<file path="config.mk">
export PLATFORM = sky130hd
export DESIGN_NAME = grid8_valve_sequencer_flat
export DESIGN_NICKNAME = d
export VERILOG_FILES = /design/src/rtl/grid8_valve_sequencer_if.sv /design/src/rtl/grid8_valve_sequencer.sv /design/src/flat_wrapper.sv
export SDC_FILE = /design/constraint.sdc
export NUM_CORES = 1
export LEC_CHECK = 0
export CAP_MARGIN = 10
export CORE_ASPECT_RATIO = 0.9
export CORE_MARGIN = 2
export CORE_UTILIZATION = 54
export CTS_BUF_LIST = sky130_fd_sc_hd__clkbuf_8 sky130_fd_sc_hd__clkbuf_16
export DETAILED_ROUTE_END_ITERATION = 10
export PLACE_DENSITY = 0.82
export SYNTH_ARGS = -nofsm -noshare
export SYNTH_HDL_FRONTEND = slang
export SYNTH_SLANG_ARGS = --single-unit
</file>
<file path="constraint.sdc">
create_clock -name clk -period 3.55 [get_ports clk]
set_input_delay 0.355 -clock clk [delete_from_list [all_inputs] [get_ports clk]]
set_output_delay 0.355 -clock clk [all_outputs]
set_load 0.02 [all_outputs]
</file>
<file path="src/rtl/grid8_valve_sequencer_if.sv">
// grid8_valve_sequencer_if: host command handshake bundle.
// Host drives the command fields; the sequencer returns cmd_ready.
interface grid8_valve_sequencer_if #(
    parameter int CNT_W = 16
);
    logic             cmd_valid;
    logic             cmd_ready;
    logic [2:0]       cmd_inlet;
    logic [7:0]       cmd_load_mask;
    logic [7:0]       cmd_flush_mask;
    logic [CNT_W-1:0] cmd_load_cyc;
    logic [CNT_W-1:0] cmd_flush_cyc;

    modport master (
        output cmd_valid,
        output cmd_inlet,
        output cmd_load_mask,
        output cmd_flush_mask,
        output cmd_load_cyc,
        output cmd_flush_cyc,
        input  cmd_ready
    );

    modport slave (
        input  cmd_valid,
        input  cmd_inlet,
        input  cmd_load_mask,
        input  cmd_flush_mask,
        input  cmd_load_cyc,
        input  cmd_flush_cyc,
        output cmd_ready
    );
endinterface

</file>
<file path="src/rtl/grid8_valve_sequencer.sv">
// grid8_valve_sequencer: inlet/settle/load/flush/done valve sequencer.
// Optional break-before-make on route change: define GRID8_SEQ_BBM_EN.
module grid8_valve_sequencer #(
    parameter int CNT_W         = 16,
    parameter int SETTLE_CYCLES = 8,
    parameter int BBM_CYCLES    = 4
) (
    input  logic                  clk,
    input  logic                  rst_n,
    grid8_valve_sequencer_if.slave cmd,
    input  logic                  abort,
    output logic [5:0]            c_open,
    output logic [7:0]            d_open,
    output logic [7:0]            e_open,
    output logic                  busy,
    output logic                  done,
    output logic                  aborted
);

    if (SETTLE_CYCLES < 1 || SETTLE_CYCLES >= (2 ** CNT_W)) begin : g_bad_settle
        $error("SETTLE_CYCLES out of range");
    end
    if (BBM_CYCLES < 1 || BBM_CYCLES > 255) begin : g_bad_bbm
        $error("BBM_CYCLES out of range");
    end

    localparam logic [CNT_W-1:0] S_LD = CNT_W'(SETTLE_CYCLES);
`ifdef GRID8_SEQ_BBM_EN
    localparam logic [CNT_W-1:0] B_LD = CNT_W'(BBM_CYCLES);
`endif

    typedef enum logic [2:0] {
        IDLE,
`ifdef GRID8_SEQ_BBM_EN
        BBM,
`endif
        SETTLE,
        LOAD,
        FLUSH,
        DONE
    } state_t;

    state_t           state, state_n;
    logic [CNT_W-1:0] cnt, cnt_n;
    logic [2:0]       inlet_q;
    logic [7:0]       load_mask_q;
    logic [7:0]       flush_mask_q;
    logic [CNT_W-1:0] load_cyc_q;
    logic [CNT_W-1:0] flush_cyc_q;
    logic [5:0]       c_n;
    logic [7:0]       d_n;
    logic [7:0]       e_n;
    logic             busy_n;
    logic             done_n;
    logic             aborted_n;
    logic             accept;

    function automatic logic [5:0] route(input logic [2:0] n);
        route = {n[2], ~n[2], n[1], ~n[1], n[0], ~n[0]};
    endfunction

    assign cmd.cmd_ready = (state == IDLE) & ~abort;
    assign accept        = cmd.cmd_valid & cmd.cmd_ready;

    // Next-state, counter and next-output decode for the phase sequence.
    always_comb begin
        state_n   = state;
        cnt_n     = cnt;
        c_n       = c_open;
        aborted_n = 1'b0;
        unique case (state)
            IDLE: begin
                if (accept) begin
                    state_n = SETTLE;
                    cnt_n   = S_LD;
                    c_n     = route(cmd.cmd_inlet);
`ifdef GRID8_SEQ_BBM_EN
                    if (c_open != 6'd0 && route(cmd.cmd_inlet) != c_open) begin
                        state_n = BBM;
                        cnt_n   = B_LD;
                        c_n     = 6'd0;
                    end
`endif
                end
            end
`ifdef GRID8_SEQ_BBM_EN
            BBM: begin
                if (cnt == 1) begin
                    state_n = SETTLE;
                    cnt_n   = S_LD;
                    c_n     = route(inlet_q);
                end else begin
                    cnt_n = cnt - 1'b1;
                end
            end
`endif
            SETTLE: begin
                if (cnt == 1) begin
                    if (load_cyc_q != 0) begin
                        state_n = LOAD;
                        cnt_n   = load_cyc_q;
                    end else if (flush_cyc_q != 0) begin
                        state_n = FLUSH;
                        cnt_n   = flush_cyc_q;
                    end else begin
                        state_n = DONE;
                    end
                end else begin
                    cnt_n = cnt - 1'b1;
                end
            end
            LOAD: begin
                if (cnt == 1) begin
                    if (flush_cyc_q != 0) begin
                        state_n = FLUSH;
                        cnt_n   = flush_cyc_q;
                    end else begin
                        state_n = DONE;
                    end
                end else begin
                    cnt_n = cnt - 1'b1;
                end
            end
            FLUSH: begin
                if (cnt == 1) begin
                    state_n = DONE;
                end else begin
                    cnt_n = cnt - 1'b1;
                end
            end
            DONE: begin
                state_n = IDLE;
            end
            default: begin
                state_n = IDLE;
            end
        endcase
        if (abort && state != IDLE) begin
            state_n   = IDLE;
            c_n       = 6'd0;
            aborted_n = 1'b1;
        end
        d_n    = (state_n == LOAD)  ? load_mask_q  : 8'd0;
        e_n    = (state_n == FLUSH) ? flush_mask_q : 8'd0;
        done_n = (state_n == DONE);
        busy_n = (state_n != IDLE);
    end

    // State, counter and registered valve/status outputs.
    always_ff @(posedge clk or negedge rst_n) begin
        if (!rst_n) begin
            state   <= IDLE;
            cnt     <= '0;
            c_open  <= 6'd0;
            d_open  <= 8'd0;
            e_open  <= 8'd0;
            busy    <= 1'b0;
            done    <= 1'b0;
            aborted <= 1'b0;
        end else begin
            state   <= state_n;
            cnt     <= cnt_n;
            c_open  <= c_n;
            d_open  <= d_n;
            e_open  <= e_n;
            busy    <= busy_n;
            done    <= done_n;
            aborted <= aborted_n;
        end
    end

    // Command fields are captured only on the accepting edge.
    always_ff @(posedge clk or negedge rst_n) begin
        if (!rst_n) begin
            inlet_q      <= 3'd0;
            load_mask_q  <= 8'd0;
            flush_mask_q <= 8'd0;
            load_cyc_q   <= '0;
            flush_cyc_q  <= '0;
        end else if (accept) begin
            inlet_q      <= cmd.cmd_inlet;
            load_mask_q  <= cmd.cmd_load_mask;
            flush_mask_q <= cmd.cmd_flush_mask;
            load_cyc_q   <= cmd.cmd_load_cyc;
            flush_cyc_q  <= cmd.cmd_flush_cyc;
        end
    end

endmodule

</file>
<file path="src/flat_wrapper.sv">
// flat-port wrapper written by rule: the top's interface ports become plain ports
module grid8_valve_sequencer_flat 
#(
    parameter int CNT_W         = 16,
    parameter int SETTLE_CYCLES = 8,
    parameter int BBM_CYCLES    = 4
)
  (clk, rst_n, abort, c_open, d_open, e_open, busy, done, aborted, cmd_cmd_valid, cmd_cmd_inlet, cmd_cmd_load_mask, cmd_cmd_flush_mask, cmd_cmd_load_cyc, cmd_cmd_flush_cyc, cmd_cmd_ready);
  grid8_valve_sequencer_if #(.CNT_W(CNT_W)) cmd_i ();
  input  logic clk;
  input  logic rst_n;
  input  logic abort;
  output logic [5:0] c_open;
  output logic [7:0] d_open;
  output logic [7:0] e_open;
  output logic busy;
  output logic done;
  output logic aborted;
  input wire logic [$bits(cmd_i.cmd_valid)-1:0] cmd_cmd_valid;
  input wire logic [$bits(cmd_i.cmd_inlet)-1:0] cmd_cmd_inlet;
  input wire logic [$bits(cmd_i.cmd_load_mask)-1:0] cmd_cmd_load_mask;
  input wire logic [$bits(cmd_i.cmd_flush_mask)-1:0] cmd_cmd_flush_mask;
  input wire logic [$bits(cmd_i.cmd_load_cyc)-1:0] cmd_cmd_load_cyc;
  input wire logic [$bits(cmd_i.cmd_flush_cyc)-1:0] cmd_cmd_flush_cyc;
  output wire logic [$bits(cmd_i.cmd_ready)-1:0] cmd_cmd_ready;
  assign cmd_i.cmd_valid = cmd_cmd_valid;
  assign cmd_i.cmd_inlet = cmd_cmd_inlet;
  assign cmd_i.cmd_load_mask = cmd_cmd_load_mask;
  assign cmd_i.cmd_flush_mask = cmd_cmd_flush_mask;
  assign cmd_i.cmd_load_cyc = cmd_cmd_load_cyc;
  assign cmd_i.cmd_flush_cyc = cmd_cmd_flush_cyc;
  assign cmd_cmd_ready = cmd_i.cmd_ready;
  grid8_valve_sequencer #(.CNT_W(CNT_W), .SETTLE_CYCLES(SETTLE_CYCLES), .BBM_CYCLES(BBM_CYCLES)) u_core (.clk(clk), .rst_n(rst_n), .cmd(cmd_i), .abort(abort), .c_open(c_open), .d_open(d_open), .e_open(e_open), .busy(busy), .done(done), .aborted(aborted));
endmodule
</file>
==> impl_metrics.toml <==
[synthesis]
yosysWarnings = 0
ys_async_sr_fraction_pct = 100.0
ys_seq_area_share_pct = 54.68
synthCells = 368
synth_ff_type = "dfrtp_1"
syn_nets = 425
synth_seq_cells = 92
syn_area_um2 = 4210
synth.avg_cell_area_um2 = 11.44
synth_edf_count = 0
synthDistinctLibCells = 50

[routing]
vias = 3270
first_pass_iters = 6
drt_iter0_drc = 331
ant_nets = 0
drt_wl_total_um = 9851
viasPerCell = 5.956
wire_per_inst_um = 17.94
drc_errors = 0

[min_path]
hold_path.class = "in2async"

[clock_tree]
clockBufferDepth = 2
post_cts_buffers = 0
clkLatencyLatePin_ns = 0.37
cts_tree = "done"
ctsHtreeMaxLevel = 3
clkSlewWorstSetupHoldPaths_ns = 0.09
holdBufCountCts = 0
cts_root_buf = "clkbuf_8"
cts_buffers = 9
cts_resized = 0
clock_sinks = 92

[timing]
setup_viol = 0
finClkSkew_ns = 0.01146
finalCritPeriodShare_pct = 75.87
worst_slew_pin_slew_ns = 0.9686
hold_viol = 0
min_period_ns = 2.693
slew_headroom_pct = 35.43
fmax_mhz = 371.3
setup_tns_ns = 0
rsz0062_at_grt = "false"
drv_slew = 0
layout_setup_ws_ns = 0.8565

[layout]
area_delta_synth_final_pct = 24.64
drive_above_1_share_pct = 17.44
layout_commonest_cell = "dfrtp_1"
fillers = 531
final_cell_mix = "dfrtp_1 (92), clkdlybuf4s50_1 (79), mux2_2 (48)"
n_antenna_cell = 0
final_nets = 505

[critical_path]
crit_arrival_ns = 2.34
critPathMaxFanout = 8
path_delay_family = "simple AND/OR/NAND/NOR gates"
path_cells = "or2_2 -> nor3_1 -> clkdlybuf4s50_1"
cp-end-kind = "output pin"
crit_slowest_cell = "clkdlybuf4s50_1"
path_class = "reg2out"
critPathBufInv = 1
cp.required_ns = 3.19
slowest_delay_ns = 0.72
critPathLaunchType = "flip-flop"
r2r_setup_slack_ns = 0.98

[global_route]
grt_max_degree = 81
antenna_found_initial = 0
gr-usage-all-layers_pct = 24.27
overflow = 0
grt_pass1_wl_um = 16270
grt_pass1_vias = 3222

[floorplan]
core_um2 = 7545
die_height_um = 87.77
row_count = 30
io_pins = 81
die-area_um2 = 8520
initial_core_util_pct = 55.80
dieWidth_um = 97.08

[power]
powerDensity_nw_per_um2 = 768.8
power_mw = 4.034
ir_drop_v = 0.0004540
p_leak_nw = 2.273

[placement]
pre_cts_ws_ns = 0.9576
place_congestion = 0.9343
port_buffers = 80
dp_hpwl_um = 7219

[run]
cap_violations = 0

[outcome]
status = "complete, no violations"
-- power breakdown --
part	internal [mW]	leakage [nW]	total, mW	switching (mW)
Combinational	0.724	1.03	1.52	0.798
Sequential	1.47	1.16	1.85	0.381
Clock	0.265	0.0911	0.664	0.398
Total	2.46	2.27	4.03	1.58
-- synthesized netlist by cell type (all sizes together), types with 2 or more instances --
cell type	instances	area share (%)
a211oi	5	1.0
a21o	5	0.89
a21oi	24	2.9
a31o	2	0.42
a31oi	5	0.74
and2	12	1.8
and3	10	1.5
and4	2	0.42
buf	10	1.8
clkbuf	5	0.45
dfrtp	92	55
ha	2	0.59
inv	5	0.45
mux2	48	13
nand2	26	2.3
nand2b	5	0.74
nand3	17	2.0
nand4	3	0.45
nor2	18	1.6
nor2b	2	0.30
nor3	6	0.71
nor3b	3	0.53
nor4	12	2.5
o211ai	7	1.2
o21ai	17	2.0
o22ai	2	0.30
or2	2	0.36
or4	6	1.2
-- cells by family after synthesis --
logic type	count (synthesis)	synth area share (%)
AO/OA/AOI/OAI	80	12.33
adder cells (fa/ha/maj)	2	0.5943
buffers and inverters	20	2.734
flip-flops	92	54.68
multiplexers	48	12.84
AND/OR/NAND/NOR	126	16.82
-- path summary, 6_finish.rpt --
kind	from	end	cells after the start
min reg2reg	u_core.flush_mask_q[1]	u_core.e_open[1]	1
min	rst_n	u_core.e_open[7]	1
min in group clk	u_core.flush_mask_q[1]	u_core.e_open[1]	1
max in group asynchronous	rst_n	u_core.state[2]	2
max reg2reg	u_core.load_cyc_q[10]	u_core.e_open[0]	6
max	u_core.state[1]	cmd_cmd_ready	3
-- state kept, by name (all words and copies together) (netlist names), 3 cells and up --
signal / cells
u_core.c_open: 6
u_core.cnt: 16
u_core.d_open: 8
u_core.e_open: 8
u_core.flush_cyc_q: 16
u_core.flush_mask_q: 8
u_core.load_cyc_q: 16
u_core.load_mask_q: 8
u_core.state: 3
-- metrics by stage --
step,hold slack [ns],area [um2],util [%],instances
2_1_floorplan,0.05941,4210,-,368
6_report,0.1306,5248,69.55,549
5_1_grt,0.2062,5248,69.55,549
3_3_place_gp,0.4559,5065,67.13,533
3_5_place_dp,0.4640,5065,67.13,533
4_1_cts,0.1696,5248,69.55,549
-- final cells by class --
| type | instances | area (um2) | share of cell area, % |
|---|---|---|---|
| flip-flops and latches | 92 | 2302 | 43.87 |
| inverters | 5 | 18.77 | 0.3577 |
| clock buffers | 9 | 123.9 | 2.361 |
| clock inverters | 7 | 58.81 | 1.121 |
| multi-input cells | 256 | 1795 | 34.22 |
| repair buffers | 84 | 828.3 | 15.78 |
| well taps | 96 | 120.1 | 2.289 |
-- layer usage --
metal | share of wire (%) | GRT usage, %
met5 | 0 | 0
met4 | 1.7 | 7.682
met3 | 7.3 | 7.342
met1 | 43 | 31.67
met2 | 48 | 39.71
(Power assumes the default switching activity.)
==> RTL edit 1, RTL diff (config.mk and constraints unchanged) <==
`CNT_W` is set to 16 in 3 places; all go to 17.
--- a/src/rtl/grid8_valve_sequencer_if.sv
+++ b/src/rtl/grid8_valve_sequencer_if.sv
@@ -1,7 +1,7 @@
 // grid8_valve_sequencer_if: host command handshake bundle.
 // Host drives the command fields; the sequencer returns cmd_ready.
 interface grid8_valve_sequencer_if #(
-    parameter int CNT_W = 16
+    parameter int CNT_W = 17
 );
     logic             cmd_valid;
     logic             cmd_ready;
--- a/src/rtl/grid8_valve_sequencer.sv
+++ b/src/rtl/grid8_valve_sequencer.sv
@@ -1,7 +1,7 @@
 // grid8_valve_sequencer: inlet/settle/load/flush/done valve sequencer.
 // Optional break-before-make on route change: define GRID8_SEQ_BBM_EN.
 module grid8_valve_sequencer #(
-    parameter int CNT_W         = 16,
+    parameter int CNT_W         = 17,
     parameter int SETTLE_CYCLES = 8,
     parameter int BBM_CYCLES    = 4
 ) (
--- a/src/flat_wrapper.sv
+++ b/src/flat_wrapper.sv
@@ -1,7 +1,7 @@
 // flat-port wrapper written by rule: the top's interface ports become plain ports
 module grid8_valve_sequencer_flat 
 #(
-    parameter int CNT_W         = 16,
+    parameter int CNT_W         = 17,
     parameter int SETTLE_CYCLES = 8,
     parameter int BBM_CYCLES    = 4
 )
Interface: changed (resized cmd_cmd_flush_cyc and cmd_cmd_load_cyc); port bits go from 81 to 83. No check against the original RTL was run, so the function may have changed too.
==> RTL edit 1 against the original RTL <==
Critical path depth increased by 6. Worst setup slack lost 0.21 ns. Design area grew 7.8%. Global-route usage grew 1.8 points. Non-clock buffer count increased by 4. Worst hold slack lost 0.027 ns. Wire length grew 14%. Sequential power is 7% higher. Power grew 13%. Synthesized area up 8.4%. Sequential cell count is 3 higher. Critical path type is now flop to flop. Critical endpoint is now u_core.cnt[1]. Largest cell class unchanged. Largest power group unchanged.
==> RTL edit 1: results (changes against the original RTL) <==
INFO  metric layout.clock_buffers = 11 (+2)
INFO  metric hold_ws = 0.1036 ns (-0.02702 ns)
INFO  metric internal_power_summed_over_all_cells = 2.697 mW (+9.8%)
INFO  metric grt_first_pass_wirelength = 18,820 µm (+16%)
INFO  metric final.fill_count = 595 (+12%)
INFO  metric grt_pass1_vias = 3,741 (+16%)
INFO  metric buffer_ports.inserted = 82 (+2.5%)
INFO  metric multi_input_cells = 296 (+16%)
INFO  metric yosys-mux-area-fraction = 12.55% (-0.28 points)
INFO  metric seq_share = 42.02% (-1.9 points)
INFO  metric timing.rr.start = u_core.cnt[1]
INFO  metric signal_buffer_area_fraction = 15.26% (-0.53 points)
INFO  metric synth_adder_area_share = 0.5482% (-0.046 points)
INFO  metric combinationalPower = 1.88 mW (+24%)
INFO  metric synth.top_cells.by_area = dfrtp_1, mux2_2, a21oi_1
INFO  metric finClkSkew = 0.009332 ns (-0.002129 ns)
INFO  metric synth-seq-cells = 95 (+3.3%)
INFO  metric cellLeakagePower = 2.473 nW (+8.8%)
INFO  metric number_of_nets_in_the_layout = 555 (+9.9%)
INFO  metric layout-drive-gt1-share = 18.16% (+0.72 points)
INFO  metric layout.non_clock_buffers = 88 (+4.8%)
INFO  metric r2r_end = u_core.cnt[1]
INFO  metric synth_common_cells = dfrtp_1, mux2_2, nor2_1, nand2_1, a21oi_1
INFO  metric grtUsageTotal = 26.05% (+1.8 points)
INFO  metric worst-path-max-fanout = 16 (+8)
INFO  metric run_status = finished, final reports clean
INFO  metric critPathCapture = u_core.cnt[1]
INFO  metric ff2ff_path_depth = 9 (+3)
INFO  metric syn_nets = 477 (+12%)
INFO  metric netSwitchingFraction = 40.81% (+1.7 points)
INFO  metric cp_data_arrival_time = 3.15 ns (+0.81 ns)
INFO  metric slowest_stage = a21boi_4
INFO  metric clock_tree_area_fraction = 3.472% (-0.0093 points)
INFO  metric worst_slew_margin_rel = 41.83% (+6.4 points)
INFO  metric layout_top_registers = u_core.cnt x17, u_core.flush_cyc_q x17, u_core.load_cyc_q x17
INFO  metric ff2ff_setup_slack = 0.65 ns (-0.33 ns)
INFO  metric num_vias = 3,758 (+15%)
## RTL edit 1: cell types whose count changed after synthesis, moves of 4 or more
cell      delta
o21ai_0      +9
o31ai_1      +8
and3_1       +8
and2_1       -9
clkbuf_1    +12
or4_1        -4
a31oi_1      -4
nand3_1      +4
nor2_1      +11
nor3_1       +6
## RTL edit 1: per-layer routing
| metal | wire length [µm] | track usage [%] |
|---|---|---|
| met1 | 4726 | 36.02 |
| met2 | 5295 | 39.61 |
| met3 | 1013 | 7.775 |
| met4 | 242 | 8.221 |
| met5 | 0 | 0 |
## RTL edit 1: through the flow
step / std cells / area [µm²] / setup WS (ns)
floorplan: 418 / 4564 / 1.027
global placement: 584 / 5461 / 0.8418
detailed placement: 584 / 5461 / 0.7296
CTS: 600 / 5658 / 0.7295
global route: 600 / 5658 / 0.5101
finish: 600 / 5658 / 0.6452
==> RTL edit 2, RTL diff (same flow settings) <==
Made on the original files. The 5 states of `state_t` get a one-hot encoding in 5 bits.
--- a/src/rtl/grid8_valve_sequencer.sv
+++ b/src/rtl/grid8_valve_sequencer.sv
@@ -29,15 +29,15 @@
     localparam logic [CNT_W-1:0] B_LD = CNT_W'(BBM_CYCLES);
 `endif
 
-    typedef enum logic [2:0] {
-        IDLE,
+    typedef enum logic [4:0] {
+        IDLE   = 5'b00001,
 `ifdef GRID8_SEQ_BBM_EN
         BBM,
 `endif
-        SETTLE,
-        LOAD,
-        FLUSH,
-        DONE
+        SETTLE = 5'b00010,
+        LOAD   = 5'b00100,
+        FLUSH  = 5'b01000,
+        DONE   = 5'b10000
     } state_t;
 
     state_t           state, state_n;
Behaviour: same outputs for any inputs over 10 cycles, from zero or initial values and one cycle with rst_n low; not proved beyond that.
==> RTL edit 2 against the original RTL <==
Fmax decreased by 1.8%. First-iteration DRC count increased by 23%. Sequential power decreased by 3%. Power decreased by 3.9%. Sequential share of layout area decreased by 2.0 points. Worst setup slack got worse by 0.050 ns. Sequential cell count increased by 2. Clock power increased by 26%. Design area increased by 7.2%. Synthesized area increased by 8.4%. Final cell count increased by 22%. Wire length increased by 23%.
==> RTL edit 2: results (changes against the original RTL) <==
INFO  metric run_status = finished, final reports clean
INFO  metric slowest_stage = or4b_1
INFO  metric dr.pass1.iters = 5 (-1)
INFO  metric setup_slack = 0.8064 ns (-0.05017 ns)
INFO  metric syn-mean-instance-area = 9.041 µm² (-21%)
INFO  metric largest_voltage_drop_on_the_vdd_net = 369.6 µV (-19%)
INFO  metric buffers_inserted_during_post_cts_setup_optimization = 0 (unchanged)
INFO  metric synth_compound_area_share = 16.39% (+4.1 points)
INFO  metric detailedPlace.worstSlack = 0.9501 ns (-0.007478 ns)
INFO  metric synth.top_cells.by_area = dfrtp_1, nand2_1, nor3b_1
INFO  metric detailed_place.area = 0.005394 mm² (+6.5%)
INFO  metric num_antenna_cells = 0 (unchanged)
INFO  metric placedCellCount = 655 (+23%)
INFO  metric grt_first_pass_wirelength = 19,930 µm (+22%)
INFO  metric number_of_distinct_library_cells_after_synthesis = 58 (+16%)
INFO  metric netSwitchingFraction = 38.95% (-0.15 points)
INFO  metric yosys-mux-area-fraction = 0% (-13 points)
INFO  metric fin_cells = 671 (+22%)
INFO  metric synth-seq-area-share = 51.55% (-3.1 points)
INFO  metric worstMarginPinSlew = 1.018 ns (+0.04970 ns)
INFO  metric synth_common_cells = nand2_1, dfrtp_1, o21ai_0, clkbuf_1, nor3b_1
INFO  metric finClkSkew = 0.01116 ns (-0.0003044 ns)
INFO  metric grtUsageTotal = 27.59% (+3.3 points)
INFO  metric finalWeightedCongestion = 0.9581 (+2.5%)
INFO  metric async_sr_flop_fraction = 100.0% (unchanged)
INFO  metric initialDrtViolationCount = 406 (+23%)
INFO  metric synth_adder_area_share = 0.5481% (-0.046 points)
INFO  metric post_cts.resized_instances = 0 (unchanged)
INFO  metric r2r_end = u_core.cnt[14]
INFO  metric number_of_nets_in_the_layout = 624 (+24%)
INFO  metric cellLeakagePower = 2.475 nW (+8.9%)
INFO  metric syn_nets = 562 (+32%)
INFO  metric num_vias = 4,104 (+26%)
INFO  metric detailed_place_hpwl = 8335 µm (+15%)
INFO  metric avgRoutedWirePerCell = 18.10 µm (+0.85%)
INFO  metric critPathCapture = cmd_cmd_ready
INFO  metric critical-path-max-stage-delay = 0.67 ns (-0.05 ns)
INFO  metric grt_pass1_vias = 4,012 (+25%)
INFO  metric worst-path-max-fanout = 10 (+2)
INFO  metric clock_insertion_delay_worst_skew = 0.37 ns (about the same)
INFO  metric setup.worst_path.start = u_core.state[2]
INFO  metric cp_data_arrival_time = 2.39 ns (+0.05 ns)
INFO  metric layout-drive-gt1-share = 6.294% (-11 points)
INFO  metric synth_xor_xnor_area_share = 0.5755% (+0.58 points)
[RTL edit 2: cell types whose count changed after synthesis, moves of 10 or more]
cell / change
clkbuf_1: +18
a31oi_1: +10
nand3_1: -13
o21ai_0: +11
mux2_2: -48
a2bb2oi_1: +15
nor3b_1: +15
a21oi_1: -15
nand2_1: +128
[RTL edit 2: layer usage]
layer  global-route usage, %  share of wire, %  wire, µm
met4                   8.333               1.6       194
met2                   41.39                46      5610
met1                   40.24                44      5312
met5                       0                 0         0
met3                   6.082               8.4      1024
[RTL edit 2: power groups by stage]
stage	Combinational, mW	Sequential, mW	Clock (mW)
after floorplan	0.874	1.67	0
after global placement	1.19	1.79	0
after detailed placement	1.22	1.80	0
after CTS	1.23	1.78	0.845
after global routing	1.38	1.83	0.879
final	1.24	1.80	0.834
[RTL edit 2: final cells by class]
cell class / instances / area (µm²)
repair buffers: 87 / 850.8
well taps: 99 / 123.9
inverters: 6 / 22.52
clock inverters: 7 / 108.9
multi-input cells: 369 / 2043
flip-flops and latches: 94 / 2354
clock buffers: 9 / 123.9
fillers: 621 / 2519
[RTL edit 2: how the worst min path moves through the flow]
| stage | to | cells past startpoint | slack (ns) | from |
|---|---|---|---|---|
| global route | u_core.e_open[2] | 1 | 0.20 | rst_n |
| CTS | u_core.e_open[2] | 1 | 0.17 | rst_n |
| global placement | u_core.flush_mask_q[4] | 2 | 0.45 | u_core.flush_mask_q[4] |
| detailed placement | u_core.flush_mask_q[0] | 2 | 0.45 | u_core.flush_mask_q[0] |
| finish | u_core.flush_mask_q[2] | 1 | 0.12 | rst_n |
| floorplan | u_core.aborted | 0 | 0.06 | rst_n |
